$ cat config.mk
export PLATFORM = sky130hd
export DESIGN_NAME = if0_pc_gen_flat
export DESIGN_NICKNAME = d
export VERILOG_FILES = /design/src/rtl/if0_pc_gen_if.sv /design/src/rtl/if0_pc_gen.sv /design/src/flat_wrapper.sv
export SDC_FILE = /design/constraint.sdc
export NUM_CORES = 1
export LEC_CHECK = 0
export ABC_AREA = 1
export BUFFER_PORTS_ARGS = -buffer_cell sky130_fd_sc_hd__buf_2
export CAP_MARGIN = 15
export CORE_ASPECT_RATIO = 1.5
export CORE_UTILIZATION = 40
export CTS_BUF_LIST = sky130_fd_sc_hd__clkbuf_16
export CTS_CLUSTER_SIZE = 25
export DETAILED_ROUTE_END_ITERATION = 16
export PLACE_DENSITY = 0.63
export SYNTH_ARGS = -nofsm -noshare
export SYNTH_HDL_FRONTEND = slang
export SYNTH_SLANG_ARGS = --single-unit
$ cat constraint.sdc
create_clock -name clk -period 3.6 [get_ports clk]
set_input_delay 0.54 -clock clk [delete_from_list [all_inputs] [get_ports clk]]
set_output_delay 0.54 -clock clk [all_outputs]
set_load 0.05 [all_outputs]
$ cat src/rtl/if0_pc_gen_if.sv
// Fetch-PC generator bundle: flush/pause/redirect/NLP inputs and PC-side outputs.
interface if0_pc_gen_if #(
  parameter int FETCH_WIDTH = 2,
  parameter int EPOCH_W     = 3
);
  logic                      flush;
  logic                      pause;
  logic                      bk_redirect_valid;
  logic [31:0]               bk_redirect_pc;
  logic                      if3_redirect;
  logic [31:0]               if3_redirect_pc;
  logic [FETCH_WIDTH-1:0]    nlp_valid;
  logic [FETCH_WIDTH-1:0]    nlp_taken;
  logic [32*FETCH_WIDTH-1:0] nlp_target;
  logic [31:0]               pc;
  logic [FETCH_WIDTH-1:0]    slot_mask;
  logic                      only_ds;
  logic [FETCH_WIDTH-1:0]    pred_slot_q;
  logic [31:0]               pred_target_q;
  logic [EPOCH_W-1:0]        epoch;
  logic                      bk_ready;

  modport master (
    output flush, pause, bk_redirect_valid, bk_redirect_pc, if3_redirect, if3_redirect_pc,
           nlp_valid, nlp_taken, nlp_target,
    input  pc, slot_mask, only_ds, pred_slot_q, pred_target_q, epoch, bk_ready
  );

  modport slave (
    input  flush, pause, bk_redirect_valid, bk_redirect_pc, if3_redirect, if3_redirect_pc,
           nlp_valid, nlp_taken, nlp_target,
    output pc, slot_mask, only_ds, pred_slot_q, pred_target_q, epoch, bk_ready
  );
endinterface

$ cat src/rtl/if0_pc_gen.sv
// IF0 fetch-PC register: N-wide aligned groups, NLP-taken steering with MIPS delay slots,
// and a redirect epoch. One cycle from any redirect/prediction input to pc.
module if0_pc_gen #(
  parameter int          FETCH_WIDTH = 2,
  parameter logic [31:0] RESET_PC    = 32'hBFC0_0000,
  parameter int          EPOCH_W     = 3
) (
  input logic          clk,
  input logic          rst,
  if0_pc_gen_if.slave  bus
);
  localparam int          GB          = $clog2(FETCH_WIDTH * 4);
  localparam int          KW          = (FETCH_WIDTH > 1) ? $clog2(FETCH_WIDTH) : 1;
  localparam logic [31:0] GROUP_BYTES = 32'(FETCH_WIDTH * 4);

  logic [31:0]            pc_q;
  logic [31:0]            ds_addr_q;
  logic [31:0]            pred_target_q;
  logic                   only_ds_q;
  logic [FETCH_WIDTH-1:0] pred_slot_q;
  logic [EPOCH_W-1:0]     epoch_q;

  logic [KW-1:0]          off;
  logic [31:0]            npc;
  logic                   hit;
  logic [KW-1:0]          k;
  logic                   k_last;
  logic [31:0]            k_target;
  logic [FETCH_WIDTH-1:0] k_onehot;
  logic [FETCH_WIDTH-1:0] mask;

  generate
    if (FETCH_WIDTH > 1) begin : g_off
      assign off = pc_q[GB-1:2];
    end else begin : g_off_single
      assign off = 1'b0;
    end
  endgenerate

  assign npc = {pc_q[31:GB], {GB{1'b0}}} + GROUP_BYTES;

  // The delay-slot group ignores NLP hints entirely, so hit is gated by only_ds_q.
  always_comb begin
    hit      = 1'b0;
    k        = '0;
    mask     = '0;
    k_onehot = '0;
    for (int i = FETCH_WIDTH - 1; i >= 0; i--) begin
      if (!only_ds_q && i >= int'(off) && bus.nlp_valid[i] && bus.nlp_taken[i]) begin
        hit = 1'b1;
        k   = KW'(i);
      end
    end
    for (int i = 0; i < FETCH_WIDTH; i++) begin
      if (only_ds_q) mask[i] = (i == int'(off));
      else           mask[i] = (i >= int'(off)) && !(hit && i > int'(k) + 1);
      k_onehot[i] = hit && (i == int'(k));
    end
    k_target = bus.nlp_target[32*int'(k) +: 32];
    k_last   = (int'(k) == FETCH_WIDTH - 1);
  end

  // only_ds_q doubles as the pending-delay-slot flag: they always set and clear together.
  always_ff @(posedge clk) begin
    if (rst) begin
      pc_q          <= RESET_PC;
      only_ds_q     <= 1'b0;
      ds_addr_q     <= '0;
      pred_slot_q   <= '0;
      pred_target_q <= '0;
      epoch_q       <= '0;
    end else if (bus.flush || bus.bk_redirect_valid || bus.if3_redirect) begin
      pc_q          <= bus.flush             ? RESET_PC :
                       bus.bk_redirect_valid ? bus.bk_redirect_pc : bus.if3_redirect_pc;
      only_ds_q     <= 1'b0;
      pred_slot_q   <= '0;
      pred_target_q <= '0;
      epoch_q       <= epoch_q + EPOCH_W'(1);
    end else if (!bus.pause) begin
      pred_slot_q   <= k_onehot;
      pred_target_q <= hit ? k_target : 32'h0;
      if (only_ds_q) begin
        pc_q      <= ds_addr_q;
        only_ds_q <= 1'b0;
      end else if (hit && !k_last) begin
        pc_q <= k_target;
      end else if (hit) begin
        // Branch in the last slot: fetch the next group for its delay slot first.
        pc_q      <= npc;
        ds_addr_q <= k_target;
        only_ds_q <= 1'b1;
      end else begin
        pc_q <= npc;
      end
    end
  end

  assign bus.pc            = pc_q;
  assign bus.slot_mask     = mask;
  assign bus.only_ds       = only_ds_q;
  assign bus.pred_slot_q   = pred_slot_q;
  assign bus.pred_target_q = pred_target_q;
  assign bus.epoch         = epoch_q;
  assign bus.bk_ready      = 1'b1;
endmodule

$ cat src/flat_wrapper.sv
// flat-port wrapper written by rule: the top's interface ports become plain ports
module if0_pc_gen_flat 
#(
  parameter int          FETCH_WIDTH = 2,
  parameter logic [31:0] RESET_PC    = 32'hBFC0_0000,
  parameter int          EPOCH_W     = 3
)
  (clk, rst, bus_flush, bus_pause, bus_bk_redirect_valid, bus_bk_redirect_pc, bus_if3_redirect, bus_if3_redirect_pc, bus_nlp_valid, bus_nlp_taken, bus_nlp_target, bus_pc, bus_slot_mask, bus_only_ds, bus_pred_slot_q, bus_pred_target_q, bus_epoch, bus_bk_ready);
  if0_pc_gen_if #(.FETCH_WIDTH(FETCH_WIDTH), .EPOCH_W(EPOCH_W)) bus_i ();
  input logic clk;
  input logic rst;
  input wire logic [$bits(bus_i.flush)-1:0] bus_flush;
  input wire logic [$bits(bus_i.pause)-1:0] bus_pause;
  input wire logic [$bits(bus_i.bk_redirect_valid)-1:0] bus_bk_redirect_valid;
  input wire logic [$bits(bus_i.bk_redirect_pc)-1:0] bus_bk_redirect_pc;
  input wire logic [$bits(bus_i.if3_redirect)-1:0] bus_if3_redirect;
  input wire logic [$bits(bus_i.if3_redirect_pc)-1:0] bus_if3_redirect_pc;
  input wire logic [$bits(bus_i.nlp_valid)-1:0] bus_nlp_valid;
  input wire logic [$bits(bus_i.nlp_taken)-1:0] bus_nlp_taken;
  input wire logic [$bits(bus_i.nlp_target)-1:0] bus_nlp_target;
  output wire logic [$bits(bus_i.pc)-1:0] bus_pc;
  output wire logic [$bits(bus_i.slot_mask)-1:0] bus_slot_mask;
  output wire logic [$bits(bus_i.only_ds)-1:0] bus_only_ds;
  output wire logic [$bits(bus_i.pred_slot_q)-1:0] bus_pred_slot_q;
  output wire logic [$bits(bus_i.pred_target_q)-1:0] bus_pred_target_q;
  output wire logic [$bits(bus_i.epoch)-1:0] bus_epoch;
  output wire logic [$bits(bus_i.bk_ready)-1:0] bus_bk_ready;
  assign bus_i.flush = bus_flush;
  assign bus_i.pause = bus_pause;
  assign bus_i.bk_redirect_valid = bus_bk_redirect_valid;
  assign bus_i.bk_redirect_pc = bus_bk_redirect_pc;
  assign bus_i.if3_redirect = bus_if3_redirect;
  assign bus_i.if3_redirect_pc = bus_if3_redirect_pc;
  assign bus_i.nlp_valid = bus_nlp_valid;
  assign bus_i.nlp_taken = bus_nlp_taken;
  assign bus_i.nlp_target = bus_nlp_target;
  assign bus_pc = bus_i.pc;
  assign bus_slot_mask = bus_i.slot_mask;
  assign bus_only_ds = bus_i.only_ds;
  assign bus_pred_slot_q = bus_i.pred_slot_q;
  assign bus_pred_target_q = bus_i.pred_target_q;
  assign bus_epoch = bus_i.epoch;
  assign bus_bk_ready = bus_i.bk_ready;
  if0_pc_gen #(.FETCH_WIDTH(FETCH_WIDTH), .RESET_PC(RESET_PC), .EPOCH_W(EPOCH_W)) u_core (.clk(clk), .rst(rst), .bus(bus_i));
endmodule
==> results.cfg <==
[outcome]
outcome = finished, final reports clean

[grt]
grt_util_all_layers_pct = 27.2
grt_pass1_vias = 6542
grt_overflow = 0
grt_max_degree = 46
antenna_found_initial = 1
grt_first_pass_wirelength_mm = 33.2

[timing]
fmax_mhz = 416
finalCritPeriodShare_pct = 66.8
final.setup.tns_ns = 0
maxSlewHeadroom_pct = 36.7
tightestPinTransition_ns = 0.948
hold_viol = 0
fin_crit_ns = 2.40
drv_slew = 0
clock_skew_ns = 0.00905
rsz0062_at_grt = false
setup_viol = 0

[setup_path]
cp_top_family = simple AND/OR/NAND/NOR gates
path_buf_inv = 2
path_max_fanout = 32
crit_chain = inv_1 > nand4_4 > nand2_2 > buf_4 > o21ai_0 > o21ai_0 > nand2_1 > nand2_1 > nand3_1 > nand2_1
start_kind = flip-flop
crit_path_max_incr_delay_ns = 0.43
slowest_stage = nand4_4
end_kind = flip-flop
worst_ep_required_time_ns = 3.89
cpMostUsedCell = nand2_1
path_class = reg -> reg
cp.arrival_ns = 2.69

[logic_synthesis]
syn_inst = 1003
synth_enable_flop_cells = 0
syn_avg_cell_area_um2 = 6.07
synth_flop_cell = dfxtp_1
yosys_warnings = 0
synthTopCellsByArea = dfxtp_1 (34%), nand2_1 (23%), a21oi_1 (9.5%)
syn_nets = 1143
synthDominantCellAreaShare_pct = 33.6
ys_seq_elements = 102
ys_types = 37
synth_seq_area_share_pct = 33.6
synth_top_area_cell = dfxtp_1
async_reset_ff_share_pct = 0
synth_area_um2 = 6080

[final_layout]
nNetsFinal = 1317
final_common_cell = nand2_1
nFillCells = 1649
final_cell_mix = nand2_1 (380), buf_2 (209), a21oi_1 (115), dfxtp_1 (101)
area_growth_pct = 23.1
seqCellArea_um2 = 2040
utilization_pct = 50.8
multiInputGateArea_um2 = 3520
drive_gt1_share_pct = 21.9

[drt]
antenna_left = 0
routedWlPerCell_um = 15.4
drc = 0
wirelength_mm = 21.3
drt_iter0_markers = 404
vias = 7069
routed_via_density = 5.13
drt_pass1_iterations = 5

[power_and_ir_drop]
ir_drop_uv = 205
p_leak_uw = 0.00356
powerDensity_nw_per_um2 = 361
power.share.clock_pct = 34.3
intPower_uw = 1820
switching_share_pct = 32.8
p_switching_uw = 885
sequentialPowerShare_pct = 44.5
pwr-share-comb_pct = 21.1

[clock_tree]
clkTransAtPathRegs_ns = 0.07
cts_tree = done
cts_resized = 0
cts_htree_levels = 3
root_buffer = clkbuf_16
hold_buffers = 0
cts_sinks = 102
clock_latency_ns = 0.35
cts_max_path_buffers = 2
post_cts_buffers = 0
cts_buffers = 9

[placed_design]
gp_congestion = 0.901
dp_hpwl_mm = 16.1
portBuffers = 209

[floorplan]
die_area_um2 = 15700
chipWidth_um = 103
die_h_um = 153
coreArea_um2 = 14700
start_util_pct = 41.3
rows = 54
pin_count = 211

[job]
cap_viol_max_count = 0

[hold_path]
hold_class = reg -> reg
## worst min-delay path, stage by stage, from the launching register on
cell     delay [ns]
dfxtp_1        0.30
inv_1          0.06
a21oi_1        0.05
## final timing paths
path	startpoint	end	slack, ns	cells past startpoint
worst max-delay path	u_core.bus.pc[2]	u_core.bus.pc[25]	1.20	10
worst min-delay path	u_core.ds_addr_q[15]	u_core.ds_addr_q[15]	0.46	2
worst max register to register	u_core.bus.pc[2]	u_core.bus.pc[25]	1.20	10
worst min register to register	u_core.ds_addr_q[15]	u_core.ds_addr_q[15]	0.46	2
## cell families after synthesis
kind of cell	Yosys count	share of synthesized area, %
AND/OR/NAND/NOR	535	36.4
AO/OA/AOI/OAI	231	19.9
buffers and inverters	125	8.62
flip-flops	102	33.6
XOR/XNOR	7	1.01
adder cells (fa/ha/maj)	2	0.411
other	1	0.0616
## cell usage after synthesis (2+ instances only)
| cell type | instances |
|---|---|
| a21oi_1 | 115 |
| a31oi_1 | 22 |
| and2_1 | 5 |
| buf_1 | 2 |
| buf_2 | 16 |
| buf_4 | 6 |
| clkbuf_1 | 31 |
| clkinv_1 | 2 |
| dfxtp_1 | 102 |
| ha_1 | 2 |
| inv_1 | 60 |
| inv_2 | 5 |
| inv_4 | 2 |
| nand2_1 | 380 |
| nand3_1 | 50 |
| nand3b_1 | 6 |
| nand4_1 | 3 |
| nor2_1 | 70 |
| nor2_2 | 3 |
| nor3_1 | 3 |
| o211ai_1 | 8 |
| o21ai_0 | 70 |
| o21ai_1 | 12 |
| o22ai_1 | 3 |
| or2_2 | 8 |
| xnor2_1 | 4 |
| xor2_1 | 3 |
## power by group through the flow
stage	combinational, µW	sequential (µW)	clock (µW)
CTS	570	1200	941
floorplan	278	1310	0
global placement	566	1230	0
finish	571	1200	928
global route	627	1210	989
detailed placement	568	1230	0
## state kept, by name, summed over array words and instances (netlist names)
name                      cells
u_core.bus.pred_target_q     32
u_core.bus.only_ds            1
u_core.bus.pc                32
u_core.bus.epoch              3
u_core.bus.pred_slot_q        2
u_core.ds_addr_q             32
## metal layers
| metal | vias up | wire (µm) | track usage, % |
|---|---|---|---|
| met3 | 31 | 1060 | 3.52 |
| met4 | 0 | 556 | 8.78 |
| met1 | 3198 | 9200 | 34.8 |
| met2 | 228 | 10400 | 46.4 |
| li1 | 3612 | - | - |
| met5 | - | 0 | 0 |
## stage by stage
stage | cell area [µm²] | hold WS [ns] | worst slack (ns) | power, µW | instances
final | 7490 | 0.456 | 1.20 | 2700 | 1378
after global routing | 7490 | 0.479 | 0.968 | 2820 | 1378
after CTS | 7480 | 0.459 | 1.21 | 2710 | 1377
after detailed placement | 7220 | 0.447 | 1.08 | 1800 | 1362
after global placement | 7220 | 0.439 | 1.12 | 1790 | 1362
after floorplan | 6080 | 0.430 | 1.49 | 1590 | 1003
## final cells by class
cell class / count / share of cell area (%)
multi-input cells: 776 / 47.0
diodes: 1 / 0.0334
flip-flops and latches: 102 / 27.3
inverters: 69 / 3.53
clock inverters: 6 / 0.585
well taps: 196 / 3.28
repair buffers: 219 / 15.3
clock buffers: 9 / 3.01
Note: power is estimated with default switching activity, not from simulation.
